### src/rtl/if_fetch_stage_pkg.sv
// Shared widths, reset constants and the fetch credit rule for the instruction-fetch stage.
package if_fetch_stage_pkg;

  localparam int unsigned IF_AW       = 32;
  localparam int unsigned IF_IW       = 32;
  localparam logic [IF_AW-1:0] IF_RESET_PC = '0;
  localparam int unsigned IF_PC_STEP  = 1;
  localparam int unsigned FIFO_DEPTH  = 2;
  localparam int unsigned CNT_W       = 2;
  localparam int unsigned USED_W      = CNT_W + 1;
  localparam int unsigned FETCH_CNT_W = 32;

  // A new request is legal only when its response is guaranteed a FIFO slot next cycle.
  function automatic logic credit_ok(logic [CNT_W-1:0] count, logic inflight, logic pop);
    logic [USED_W-1:0] used;
    used = USED_W'(count) + USED_W'(inflight) - USED_W'(pop);
    return used < USED_W'(FIFO_DEPTH);
  endfunction

endpackage

### src/rtl/if_fetch_stage_if.sv
// Fetch-stage bus: instruction-memory request/response, decode valid/ready and redirect control.
interface if_fetch_stage_if #(
  parameter int unsigned AW = if_fetch_stage_pkg::IF_AW,
  parameter int unsigned IW = if_fetch_stage_pkg::IF_IW
);

  logic                                       fetch_en;
  logic                                       redirect_valid;
  logic [AW-1:0]                              redirect_pc;
  logic                                       imem_req;
  logic [AW-1:0]                              imem_addr;
  logic [IW-1:0]                              imem_rdata;
  logic                                       inst_valid;
  logic                                       inst_ready;
  logic [IW-1:0]                              inst;
  logic [AW-1:0]                              inst_pc;
  logic [if_fetch_stage_pkg::FETCH_CNT_W-1:0] fetch_cnt;

  modport master (
    input  fetch_en, redirect_valid, redirect_pc, imem_rdata, inst_ready,
    output imem_req, imem_addr, inst_valid, inst, inst_pc, fetch_cnt
  );

  modport slave (
    output fetch_en, redirect_valid, redirect_pc, imem_rdata, inst_ready,
    input  imem_req, imem_addr, inst_valid, inst, inst_pc, fetch_cnt
  );

endinterface

### src/rtl/if_fetch_stage_skid_fifo.sv
// Two-entry skid FIFO holding {inst, pc} between the 1-cycle memory and decode.
module if_fetch_stage_skid_fifo
  import if_fetch_stage_pkg::*;
#(
  parameter int unsigned W = IF_IW + IF_AW
) (
  input  logic             clk,
  input  logic             rst,
  input  logic             push_i,
  input  logic [W-1:0]     push_data_i,
  input  logic             pop_i,
  input  logic             flush_i,
  output logic [W-1:0]     head_o,
  output logic [CNT_W-1:0] count_o
);

  logic [W-1:0]     mem_q [FIFO_DEPTH];
  logic             wr_ptr_q, wr_ptr_d;
  logic             rd_ptr_q, rd_ptr_d;
  logic [CNT_W-1:0] count_q, count_d;

  // Flush wins over push/pop so a redirect leaves the FIFO empty.
  always_comb begin
    wr_ptr_d = wr_ptr_q;
    rd_ptr_d = rd_ptr_q;
    count_d  = count_q;
    if (flush_i) begin
      wr_ptr_d = 1'b0;
      rd_ptr_d = 1'b0;
      count_d  = '0;
    end else begin
      if (push_i) wr_ptr_d = ~wr_ptr_q;
      if (pop_i)  rd_ptr_d = ~rd_ptr_q;
      count_d = count_q + CNT_W'(push_i) - CNT_W'(pop_i);
    end
  end

  always_ff @(posedge clk or negedge rst) begin
    if (!rst) begin
      mem_q    <= '{default: '0};
      wr_ptr_q <= 1'b0;
      rd_ptr_q <= 1'b0;
      count_q  <= '0;
    end else begin
      wr_ptr_q <= wr_ptr_d;
      rd_ptr_q <= rd_ptr_d;
      count_q  <= count_d;
      if (push_i && !flush_i) mem_q[wr_ptr_q] <= push_data_i;
    end
  end

  assign head_o  = mem_q[rd_ptr_q];
  assign count_o = count_q;

endmodule

### src/rtl/if_fetch_stage.sv
// Instruction-fetch stage: owns the PC, issues credit-limited memory reads and handles redirects.
module if_fetch_stage
  import if_fetch_stage_pkg::*;
#(
  parameter int unsigned   AW       = IF_AW,
  parameter int unsigned   IW       = IF_IW,
  parameter logic [AW-1:0] RESET_PC = AW'(IF_RESET_PC),
  parameter int unsigned   PC_STEP  = IF_PC_STEP
) (
  input  logic             clk,
  input  logic             rst,
  if_fetch_stage_if.master bus
);

  localparam int unsigned EW = IW + AW;

  logic [AW-1:0]          pc_q, pc_d;
  logic [AW-1:0]          req_pc_q, req_pc_d;
  logic                   inflight_q, inflight_d;
  logic [FETCH_CNT_W-1:0] fetch_cnt_q, fetch_cnt_d;
  logic [CNT_W-1:0]       fifo_count;
  logic [EW-1:0]          fifo_head;
  logic [AW-1:0]          fetch_addr;
  logic                   flush, pop, push, issue, inst_valid;

  assign inst_valid = (fifo_count != '0);

  // A redirect flushes the FIFO, drops the response landing this cycle and refetches at once.
  always_comb begin
    flush       = bus.redirect_valid;
    pop         = inst_valid && bus.inst_ready && !flush;
    push        = inflight_q && !flush;
    fetch_addr  = flush ? bus.redirect_pc : pc_q;
    issue       = bus.fetch_en && (flush || credit_ok(fifo_count, inflight_q, pop));
    pc_d        = pc_q;
    req_pc_d    = req_pc_q;
    inflight_d  = issue;
    fetch_cnt_d = fetch_cnt_q + FETCH_CNT_W'(pop);
    if (issue) begin
      pc_d     = fetch_addr + AW'(PC_STEP);
      req_pc_d = fetch_addr;
    end else if (flush) begin
      pc_d     = bus.redirect_pc;
    end
  end

  always_ff @(posedge clk or negedge rst) begin
    if (!rst) begin
      pc_q        <= RESET_PC;
      req_pc_q    <= '0;
      inflight_q  <= 1'b0;
      fetch_cnt_q <= '0;
    end else begin
      pc_q        <= pc_d;
      req_pc_q    <= req_pc_d;
      inflight_q  <= inflight_d;
      fetch_cnt_q <= fetch_cnt_d;
    end
  end

  if_fetch_stage_skid_fifo #(
    .W (EW)
  ) u_fetch_skid_fifo (
    .clk         (clk),
    .rst         (rst),
    .push_i      (push),
    .push_data_i ({bus.imem_rdata, req_pc_q}),
    .pop_i       (pop),
    .flush_i     (flush),
    .head_o      (fifo_head),
    .count_o     (fifo_count)
  );

  // The request strobe is combinational, so it is masked while reset is held.
  assign bus.imem_req   = issue && rst;
  assign bus.imem_addr  = fetch_addr;
  assign bus.inst_valid = inst_valid;
  assign bus.inst       = fifo_head[EW-1:AW];
  assign bus.inst_pc    = fifo_head[AW-1:0];
  assign bus.fetch_cnt  = fetch_cnt_q;

endmodule

### src/flat_wrapper.sv
// flat-port wrapper written by rule: the top's interface ports become plain ports
module if_fetch_stage_flat import if_fetch_stage_pkg::*;
#(
  parameter int unsigned   AW       = IF_AW,
  parameter int unsigned   IW       = IF_IW,
  parameter logic [AW-1:0] RESET_PC = AW'(IF_RESET_PC),
  parameter int unsigned   PC_STEP  = IF_PC_STEP
)
  (clk, rst, bus_fetch_en, bus_redirect_valid, bus_redirect_pc, bus_imem_rdata, bus_inst_ready, bus_imem_req, bus_imem_addr, bus_inst_valid, bus_inst, bus_inst_pc, bus_fetch_cnt);
  if_fetch_stage_if #(.AW(AW), .IW(IW)) bus_i ();
  input  logic clk;
  input  logic rst;
  input wire logic [$bits(bus_i.fetch_en)-1:0] bus_fetch_en;
  input wire logic [$bits(bus_i.redirect_valid)-1:0] bus_redirect_valid;
  input wire logic [$bits(bus_i.redirect_pc)-1:0] bus_redirect_pc;
  input wire logic [$bits(bus_i.imem_rdata)-1:0] bus_imem_rdata;
  input wire logic [$bits(bus_i.inst_ready)-1:0] bus_inst_ready;
  output wire logic [$bits(bus_i.imem_req)-1:0] bus_imem_req;
  output wire logic [$bits(bus_i.imem_addr)-1:0] bus_imem_addr;
  output wire logic [$bits(bus_i.inst_valid)-1:0] bus_inst_valid;
  output wire logic [$bits(bus_i.inst)-1:0] bus_inst;
  output wire logic [$bits(bus_i.inst_pc)-1:0] bus_inst_pc;
  output wire logic [$bits(bus_i.fetch_cnt)-1:0] bus_fetch_cnt;
  assign bus_i.fetch_en = bus_fetch_en;
  assign bus_i.redirect_valid = bus_redirect_valid;
  assign bus_i.redirect_pc = bus_redirect_pc;
  assign bus_i.imem_rdata = bus_imem_rdata;
  assign bus_i.inst_ready = bus_inst_ready;
  assign bus_imem_req = bus_i.imem_req;
  assign bus_imem_addr = bus_i.imem_addr;
  assign bus_inst_valid = bus_i.inst_valid;
  assign bus_inst = bus_i.inst;
  assign bus_inst_pc = bus_i.inst_pc;
  assign bus_fetch_cnt = bus_i.fetch_cnt;
  if_fetch_stage #(.AW(AW), .IW(IW), .RESET_PC(RESET_PC), .PC_STEP(PC_STEP)) u_core (.clk(clk), .rst(rst), .bus(bus_i));
endmodule
### config.mk
export PLATFORM = sky130hd
export DESIGN_NAME = if_fetch_stage_flat
export DESIGN_NICKNAME = d
export VERILOG_FILES = /design/src/rtl/if_fetch_stage_pkg.sv /design/src/rtl/if_fetch_stage_if.sv /design/src/rtl/if_fetch_stage_skid_fifo.sv /design/src/rtl/if_fetch_stage.sv /design/src/flat_wrapper.sv
export SDC_FILE = /design/constraint.sdc
export NUM_CORES = 1
export LEC_CHECK = 0
export CAP_MARGIN = 5
export CORE_ASPECT_RATIO = 0.9
export CORE_UTILIZATION = 40
export CTS_CLUSTER_SIZE = 28
export DETAILED_ROUTE_END_ITERATION = 16
export PLACE_DENSITY = 0.76
export SLEW_MARGIN = 10
export SYNTH_ARGS = -nofsm -noshare
export SYNTH_HDL_FRONTEND = slang
export SYNTH_SLANG_ARGS = --single-unit
### constraint.sdc
create_clock -name clk -period 5.4 [get_ports clk]
set_input_delay 1.08 -clock clk [delete_from_list [all_inputs] [get_ports clk]]
set_output_delay 1.08 -clock clk [all_outputs]
set_load 0.01 [all_outputs]
After elaboration in Yosys (flattened, before gate mapping). Index checks and enable logic that the tools add are counted.

Bits in registers: 229.

Add/sub/neg operators: 6. Magnitude comparators: 4. Muxes and demuxes: 13. Bitwise operators: 4. Reduce and logical (&&, ||, !) cells: 12.

Operators by type and width (count): $mux W64 (4); $bwmux W128 (1); $demux W64 S1 (1); $mux W32 (2); $add A32 B1 Y32 (1); $add A32 B1 Y32 const B (1); $logic_and A1 B1 Y1 (7); $reduce_bool A2 Y1 (3); $ge A2 B2 Y1 const B (2); $mux W1 (4); $not A1 Y2 (2); $add A2 B1 Y3 (1); $lt A3 B2 Y1 const B (1); $sub A3 B1 Y3 (1); $add A2 B1 Y2 (1); $lt A2 B1 Y1 const B (1); $mux W2 (1); $not A1 Y1 (2); $sub A2 B1 Y2 (1); $logic_not A1 Y1 (1); $logic_or A1 B1 Y1 (1).

Longest topological paths before layout.
Depth after elaboration: 8. Mapped depth: 14.

By module. From an unflattened synthesis, not the netlist that was laid out.

Cells, all modules: 793. Area total of the unflattened synthesis: 10857.9 um^2.

By module, submodules not included: if_fetch_stage_skid_fifo (instances 1, cells each 358, area each 6048.3 um^2); if_fetch_stage (instances 1, cells each 435, area each 4809.6 um^2).

Least setup slack after synthesis. OpenSTA, ideal clock, no wires.

Path kind: input to output. From: input bus_redirect_valid. To: output bus_imem_req. Arrival time: 3.729 ns. Data required time: 4.320 ns. Setup slack: 0.591 ns. Cell stages on the path: 12. Path buffers: 5. Cell sequence: buf_6 buf_2 buf_2 clkbuf_1 nor2_1 ha_1 nand2b_1 fa_1 xor2_1 o21ai_1 clkbuf_1 and2_1.

Cells in the longest elaborated chain, start to end: 7.

RTL lines: start, declared (RTL line flat_wrapper.sv:14) `input wire logic [$bits(bus_i.redirect_valid)-1:0] bus_redirect_valid;`; $logic_not A1 Y1 (RTL line if_fetch_stage.sv:31) `pop = inst_valid && bus.inst_ready && !flush;`; $logic_and A1 B1 Y1 (RTL line if_fetch_stage.sv:31); $sub A3 B1 Y3 (RTL line if_fetch_stage_pkg.sv:16) `used = USED_W'(count) + USED_W'(inflight) - USED_W'(pop);`; $lt A3 B2 Y1 (RTL line if_fetch_stage_pkg.sv:17) `return used < USED_W'(FIFO_DEPTH);`; $logic_or A1 B1 Y1 * (RTL line if_fetch_stage.sv:34) `issue = bus.fetch_en && (flush || credit_ok(fifo_count, inflight_q, pop));`; $logic_and A1 B1 Y1 * (RTL line if_fetch_stage.sv:34); $logic_and A1 B1 Y1 * (RTL line if_fetch_stage.sv:75) `assign bus.imem_req = issue && rst;`; end, declared (RTL line flat_wrapper.sv:18) `output wire logic [$bits(bus_i.imem_req)-1:0] bus_imem_req;`.

Mark *: on every way between the ends. The rest lies on a longest branch, timed or not.

Worst setup path after layout.
From: input bus_inst_ready. To: output bus_imem_req.

Cells in the longest elaborated chain, start to end: 7.

RTL lines: start, declared (RTL line flat_wrapper.sv:17) `input wire logic [$bits(bus_i.inst_ready)-1:0] bus_inst_ready;`; $logic_and A1 B1 Y1 (2 in a row) (RTL line if_fetch_stage.sv:31); $sub A3 B1 Y3 (RTL line if_fetch_stage_pkg.sv:16); $lt A3 B2 Y1 (RTL line if_fetch_stage_pkg.sv:17); $logic_or A1 B1 Y1 (RTL line if_fetch_stage.sv:34); $logic_and A1 B1 Y1 (RTL line if_fetch_stage.sv:34); $logic_and A1 B1 Y1 (RTL line if_fetch_stage.sv:75).

No other way between the ends.

==> results.yml <==
status:
  status: "completed"
critical_path:
  timing.rr.start: "u_core.u_fetch_skid_fifo.count_o[1]"
  crit_arrival_ns: 3.84
  timing.rr.end: "u_core.pc_q[26]"
  rrSetupSlack_ns: 1.51
  worstPathMaxFanout: 5
  cp-end-kind: "primary output"
  ff2ff_path_depth: 12
  cp_data_required_time_ns: 4.32
  crit_type: "primary input to primary output"
  cp-start-kind: "primary input"
synth:
  post_synth_num_cell_types: 46
  yosysSeqAreaShare_pct: 54.8
  syn_area_per_cell_um2: 12.6
  ys_top_cells_by_area: "dfrtp_1 (55%), mux2_2 (21%), xnor2_1 (3.9%), mux2i_1 (2.7%), nor2_1 (1.9%)"
  synth_nets: 908
  synth_top_cell_area_share_pct: 54.8
  synth_edf_count: 0
  synth_top_flop_cell: "dfrtp_1"
  synthArstFlopShare_pct: 100
  synth_seq_cells: 229
  yosysWarnings: 0
  yosys.area.top_type: "dfrtp_1"
  netlist_area_um2: 10500
  syn_inst: 832
drt:
  drc: 0
  ant_nets: 0
  dr.first_iter.drc_count: 243
  via_count: 7021
  met2_wirelength_mm: 10.8
  met3WireLength_mm: 2.29
  wl_met1_mm: 10.7
  viasPerCell: 5.04
  top_layer_used: "met5"
  dr.pass1.iters: 4
  wire_per_inst_um: 17.4
  finalWirelength_mm: 24.2
clocking:
  post_cts_resized: 0
  htreeDepth: 1
  cts_hold_buf: 0
  clk_pin_slew_ns: 0.06
  post_cts_buffers: 0
  cts_root_buf: "clkbuf_16"
  cts_tree: "built"
  clockBufferDepth: 3
  clk_latency_ns: 0.54
  numClockSinks: 229
  cts_buffers: 26
global_route:
  overflow: 0
  grt_usage_pct: 18.2
  antenna_found_initial: 2
  grt_pass1_vias: 7269
  grt_max_degree: 79
  grt_pass1_wl_mm: 38.5
timing:
  hold_slack_ns: 0.485
  slew_viol_final: 0
  fin_crit_sh_pct: 91.0
  rsz0062_at_grt: "no"
  period_minus_slack_ns: 4.92
  timing.final.hold_violations: 0
  clock.fmax_mhz: 203
  slew_headroom_pct: 33.5
  tightest_slew_ns: 0.998
  fin_worst_skew_ns: 0.0264
  tns_ns: 0
  setup_viol: 0
final_layout:
  drive_above_1_share_pct: 25.0
  fin_nets: 1106
  syn_to_final_growth_pct: 30.8
  diodes: 0
  final_cells: 1392
die:
  die_w_um: 172
  core_um2: 25400
  initial_core_util_pct: 41.2
  fp.dieH_um: 155
  die_area_um2: 26800
  placementRows: 55
  num_io_pins: 199
min_path:
  min_delay_path_depth: 1
  hold_path_startpoint: "u_core.bus.fetch_cnt[31]"
  worstHoldEndpoint: "u_core.bus.fetch_cnt[31]"
  min_path_type: "flop to flop"
run:
  cap_viol_max_count: 0
pwr:
  p_per_area_nw_per_um2: 539
  p_int_uw: 5120
  p_switching_uw: 2250
  vdd_drop_max_mv: 0.286
  seqPwrFrac_pct: 38.8
  clkPwrFrac_pct: 23.8
  p_leak_uw: 0.00576
  p_comb_share_pct: 37.3
  p_sw_share_pct: 30.6
placement:
  dp_hpwl_mm: 16.7
  numPortBuffers: 198
  dp_cells: 1344
  gp_congestion: 0.826
==> how the worst max path moves through the flow <==
stage | from | endpoint | cells after the start
after global placement | bus_inst_ready | bus_imem_req | 10
final | bus_inst_ready | bus_imem_req | 10
after global routing | bus_inst_ready | bus_imem_req | 10
after detailed placement | bus_inst_ready | bus_imem_req | 10
after CTS | bus_inst_ready | bus_imem_req | 10
after floorplan | bus_redirect_valid | bus_imem_req | 12
==> power groups by stage <==
stage	sequential [uW]	clock [uW]	combinational (uW)
final	2860	1760	2750
after global routing	2960	1880	2980
after CTS	2870	1810	2800
after detailed placement	2890	0	2780
after global placement	2850	0	2730
after floorplan	2690	0	1690
==> worst max-delay path, cell delays in order <==
cell	delay, ns
clkdlybuf4s50_1	0.46
nand2_1	0.09
nor2_1	0.21
ha_1	0.27
nand2b_1	0.16
fa_1	0.39
xor2_1	0.41
o21ai_4	0.12
and2_1	0.18
clkdlybuf4s50_1	0.47
==> cell usage in the layout (no fill, tap or decap), drive strengths merged, types with 4 or more instances in the layout <==
master         count
dfrtp            229
mux2             197
clkdlybuf4s50    196
nor2              54
xnor2             47
inv               38
nand2             37
clkbuf            35
a21oi             32
mux2i             28
nand3             26
xor2              18
nor3              10
nand4             10
buf               10
and3               7
nor4               7
clkinv             7
ha                 6
o21ai              6
nand4b             6
nand3b             4
clkinvlp           4
==> kinds of logic after synthesis <==
logic type / Yosys count / synth area share (%)
AOI/OAI and AO/OA: 54 / 3.12
xor gates and xnor gates: 65 / 5.45
adders and majority gates: 7 / 0.910
buffers and inverters: 74 / 2.99
DFF: 229 / 54.8
muxes: 225 / 23.9
and+or+nand+nor: 178 / 8.80
==> cell type report <==
| type | instances | area (um2) |
|---|---|---|
| clock inverters | 13 | 136 |
| inverters | 38 | 143 |
| flip-flops and latches | 229 | 5730 |
| well taps | 342 | 428 |
| repair buffers | 206 | 2050 |
| fillers | 2105 | 11700 |
| clock buffers | 35 | 734 |
| multi-input cells | 529 | 4440 |
==> per-stage QoR <==
stage                     util (%)  total power (uW)  instance area, um2  setup WS, ns
after floorplan                  -              4380               10500         0.591
after global placement        50.4              5580               12800         0.582
after detailed placement      50.4              5680               12800         0.473
after CTS                     53.8              7470               13700         0.456
after global routing          53.8              7820               13700         0.311
final                         53.8              7370               13700         0.484
==> per-layer routing <==
| layer | vias up | GRT usage (%) |
|---|---|---|
| met3 | 34 | 5.83 |
| met5 | - | 0 |
| met4 | 2 | 3.83 |
| met1 | 3470 | 24.2 |
| li1 | 3288 | - |
| met2 | 227 | 29.0 |
==> synth_stat cells, drive strengths merged, types with 2 or more instances <==
cell / number
xnor2: 47
nor2b: 2
a211oi: 2
nor2: 54
and4: 3
nand3: 26
clkbuf: 16
nand2: 37
a22oi: 2
dfrtp: 229
xor2: 18
nor3: 10
nand4: 10
a21oi: 32
a21boi: 2
nor3b: 3
and3: 7
nand4b: 6
buf: 20
ha: 6
nor4: 7
o21ai: 6
and2: 3
mux2: 197
nand3b: 4
or2: 3
mux2i: 28
inv: 38
a31oi: 3
nand2b: 3
==> registers in the layout, indices dropped and copies added, names as in the netlist <==
signal / flops
u_core.req_pc_q: 32
u_core.u_fetch_skid_fifo.mem_q: 128
u_core.u_fetch_skid_fifo.rd_ptr_q: 1
u_core.pc_q: 32
u_core.inflight_q: 1
u_core.u_fetch_skid_fifo.wr_ptr_q: 1
u_core.u_fetch_skid_fifo.count_o: 2
u_core.bus.fetch_cnt: 32
(Power assumes the default switching activity.)
==> patch, RTL diff (same settings) <==
Reset style: synchronous (`rst`), changed in 2 clocked blocks.
--- a/src/rtl/if_fetch_stage_skid_fifo.sv
+++ b/src/rtl/if_fetch_stage_skid_fifo.sv
@@ -35,7 +35,7 @@
     end
   end
 
-  always_ff @(posedge clk or negedge rst) begin
+  always_ff @(posedge clk) begin
     if (!rst) begin
       mem_q    <= '{default: '0};
       wr_ptr_q <= 1'b0;
--- a/src/rtl/if_fetch_stage.sv
+++ b/src/rtl/if_fetch_stage.sv
@@ -44,7 +44,7 @@
     end
   end
 
-  always_ff @(posedge clk or negedge rst) begin
+  always_ff @(posedge clk) begin
     if (!rst) begin
       pc_q        <= RESET_PC;
       req_pc_q    <= '0;
Check against the original RTL: differs if rst is asserted again (counterexample within 4 cycles, from zero or initial values and one cycle with rst low); with rst held inactive, the same outputs for 4 cycles.
==> patch against the original RTL <==
Wire length grew 16%. Sequential cell count unchanged. Utilization decreased by 1.2 points. Die area down 2.4%. Setup slack worse by 36 ps. First-iteration DRC count grew to 2.8 times the old value. Non-clock buffer count rose by 7. Final area decreased by 3.2%. Critical path depth shrank 1. Area after synthesis down 2.4%.
Power is not compared: it rests on default switching activity, and its combinational part moved more than twofold at a synthesized area within 25%.
==> patch: results (changes against the original RTL) <==
* Post-synth top cells: 293 x nand2_1, 229 x dfxtp_1, 149 x a21oi_1 (was 229 x dfrtp_1, 197 x mux2_2, 53 x nor2_1)
* Non-clock buffer share at 0.158 (was 0.150)
* Placed Area at 12,300 µm² (was 12,800 µm²)
* Capturing point of the worst reg2reg path: u_core.pc_q[13]$_SDFF_PN0_ (was u_core.pc_q[26]$_DFF_PN0_)
* Clock buf count at 39 (was 35)
* Multi-input gate area at 5100 µm² (was 4440 µm²)
* Top cell category: multi-input gates (was flip-flops and latches)
* GRT Util Overall at 0.209 (was 0.182)
* Cell total after placement at 1,698 (was 1,344)
* Reg2Reg Depth at 10 (was 12)
* First-pass GRT wire length at 44,100 µm (was 38,500 µm)
* Largest net degree at the start of global routing at 98 (was 79)
* FF-to-FF setup slack at 2090 ps (was 1510 ps)
* WHS Endpoint: u_core.u_fetch_skid_fifo.mem_q[8]$_SDFFE_PN0P_ (was u_core.bus.fetch_cnt[31]$_DFF_PN0_)
* Crit Path Max Fanout at 4 (was 5)
* Routed len/inst at 16.0 µm (was 17.4 µm)
* Non-CTS buffers at 213 (was 206)
* Layout Utilization at 0.526 (was 0.538)
* Hold_sp: u_core.u_fetch_skid_fifo.mem_q[8]$_SDFFE_PN0P_ (was u_core.bus.fetch_cnt[31]$_DFF_PN0_)
* Relative slew margins at 0.264 (was 0.335)
* Register area share after synthesis at 0.450 (was 0.548)
* Clock-cell share of area at 0.0667 (was 0.0637)
* Synth unique cells at 62 (was 46)
* Async SR Flop Fraction at 0 (was 1.00)
* Number of global-route vias before repair at 8,428 (was 7,269)
* RePlAce Congestion at 0.857 (was 0.826)
* Hold WS at 450 ps (was 485 ps)
* Outcome: completed (unchanged)
* Clock Skews at 8.56 ps (was 26.4 ps)
* Nets@finish at 1,457 (was 1,106)
* Total wire length at 28,000 µm (was 24,200 µm)
* FMAX at 202 MHz (was 203 MHz)
* RR Startpoint: u_core.u_fetch_skid_fifo.count_o[1]$_SDFF_PP0_ (was u_core.u_fetch_skid_fifo.count_o[1]$_DFF_PN0_)
* Drt via density at 5.24 (was 5.04)
* Comb_multi_in at 879 (was 529)
* Seq cells at 229 (unchanged)
* Synth top area cells: dfxtp_1 45%, nand2_1 11%, mux2_2 7.4% (was dfrtp_1 55%, mux2_2 21%, xnor2_1 3.9%)
* Mean Syn Cell Area at 8.33 µm² (was 12.6 µm²)
* Initial DRC Count at 679 (was 243)
* Syn nets at 1,297 (was 908)
## patch: cell types whose count changed after synthesis, sizes merged, moves of 29 or more
cell / unedited run / this run
dfrtp: 229 / 0
a21oi: 32 / 149
dfxtp: 0 / 229
nand2: 37 / 294
a211oi: 2 / 31
mux2: 197 / 67
clkbuf: 16 / 58
## patch: routing by layer
layer / track usage / share of wire / vias up / wire (µm)
li1: - / - / 4495 / -
met1: 0.270 / 0.43 / 4304 / 12000
met2: 0.343 / 0.47 / 286 / 13100
met3: 0.0484 / 0.074 / 50 / 2080
met4: 0.0639 / 0.028 / 4 / 781
met5: 0 / 0.00086 / - / 24
## patch: cell families after synthesis
group / count (synthesis) / synth area share
fa+ha+maj: 4 / 0.00564
buf+inv: 116 / 0.0513
flops: 229 / 0.450
mux: 102 / 0.109
simple gates: 519 / 0.230
xor+xnor: 33 / 0.0283
compound gates: 221 / 0.126
## patch: power breakdown
group          total (µW)  switching (µW)  internal, µW
clock                1790             690          1100
combinational         408             219           190
sequential           1790            41.7          1750
total                3990             951          3040
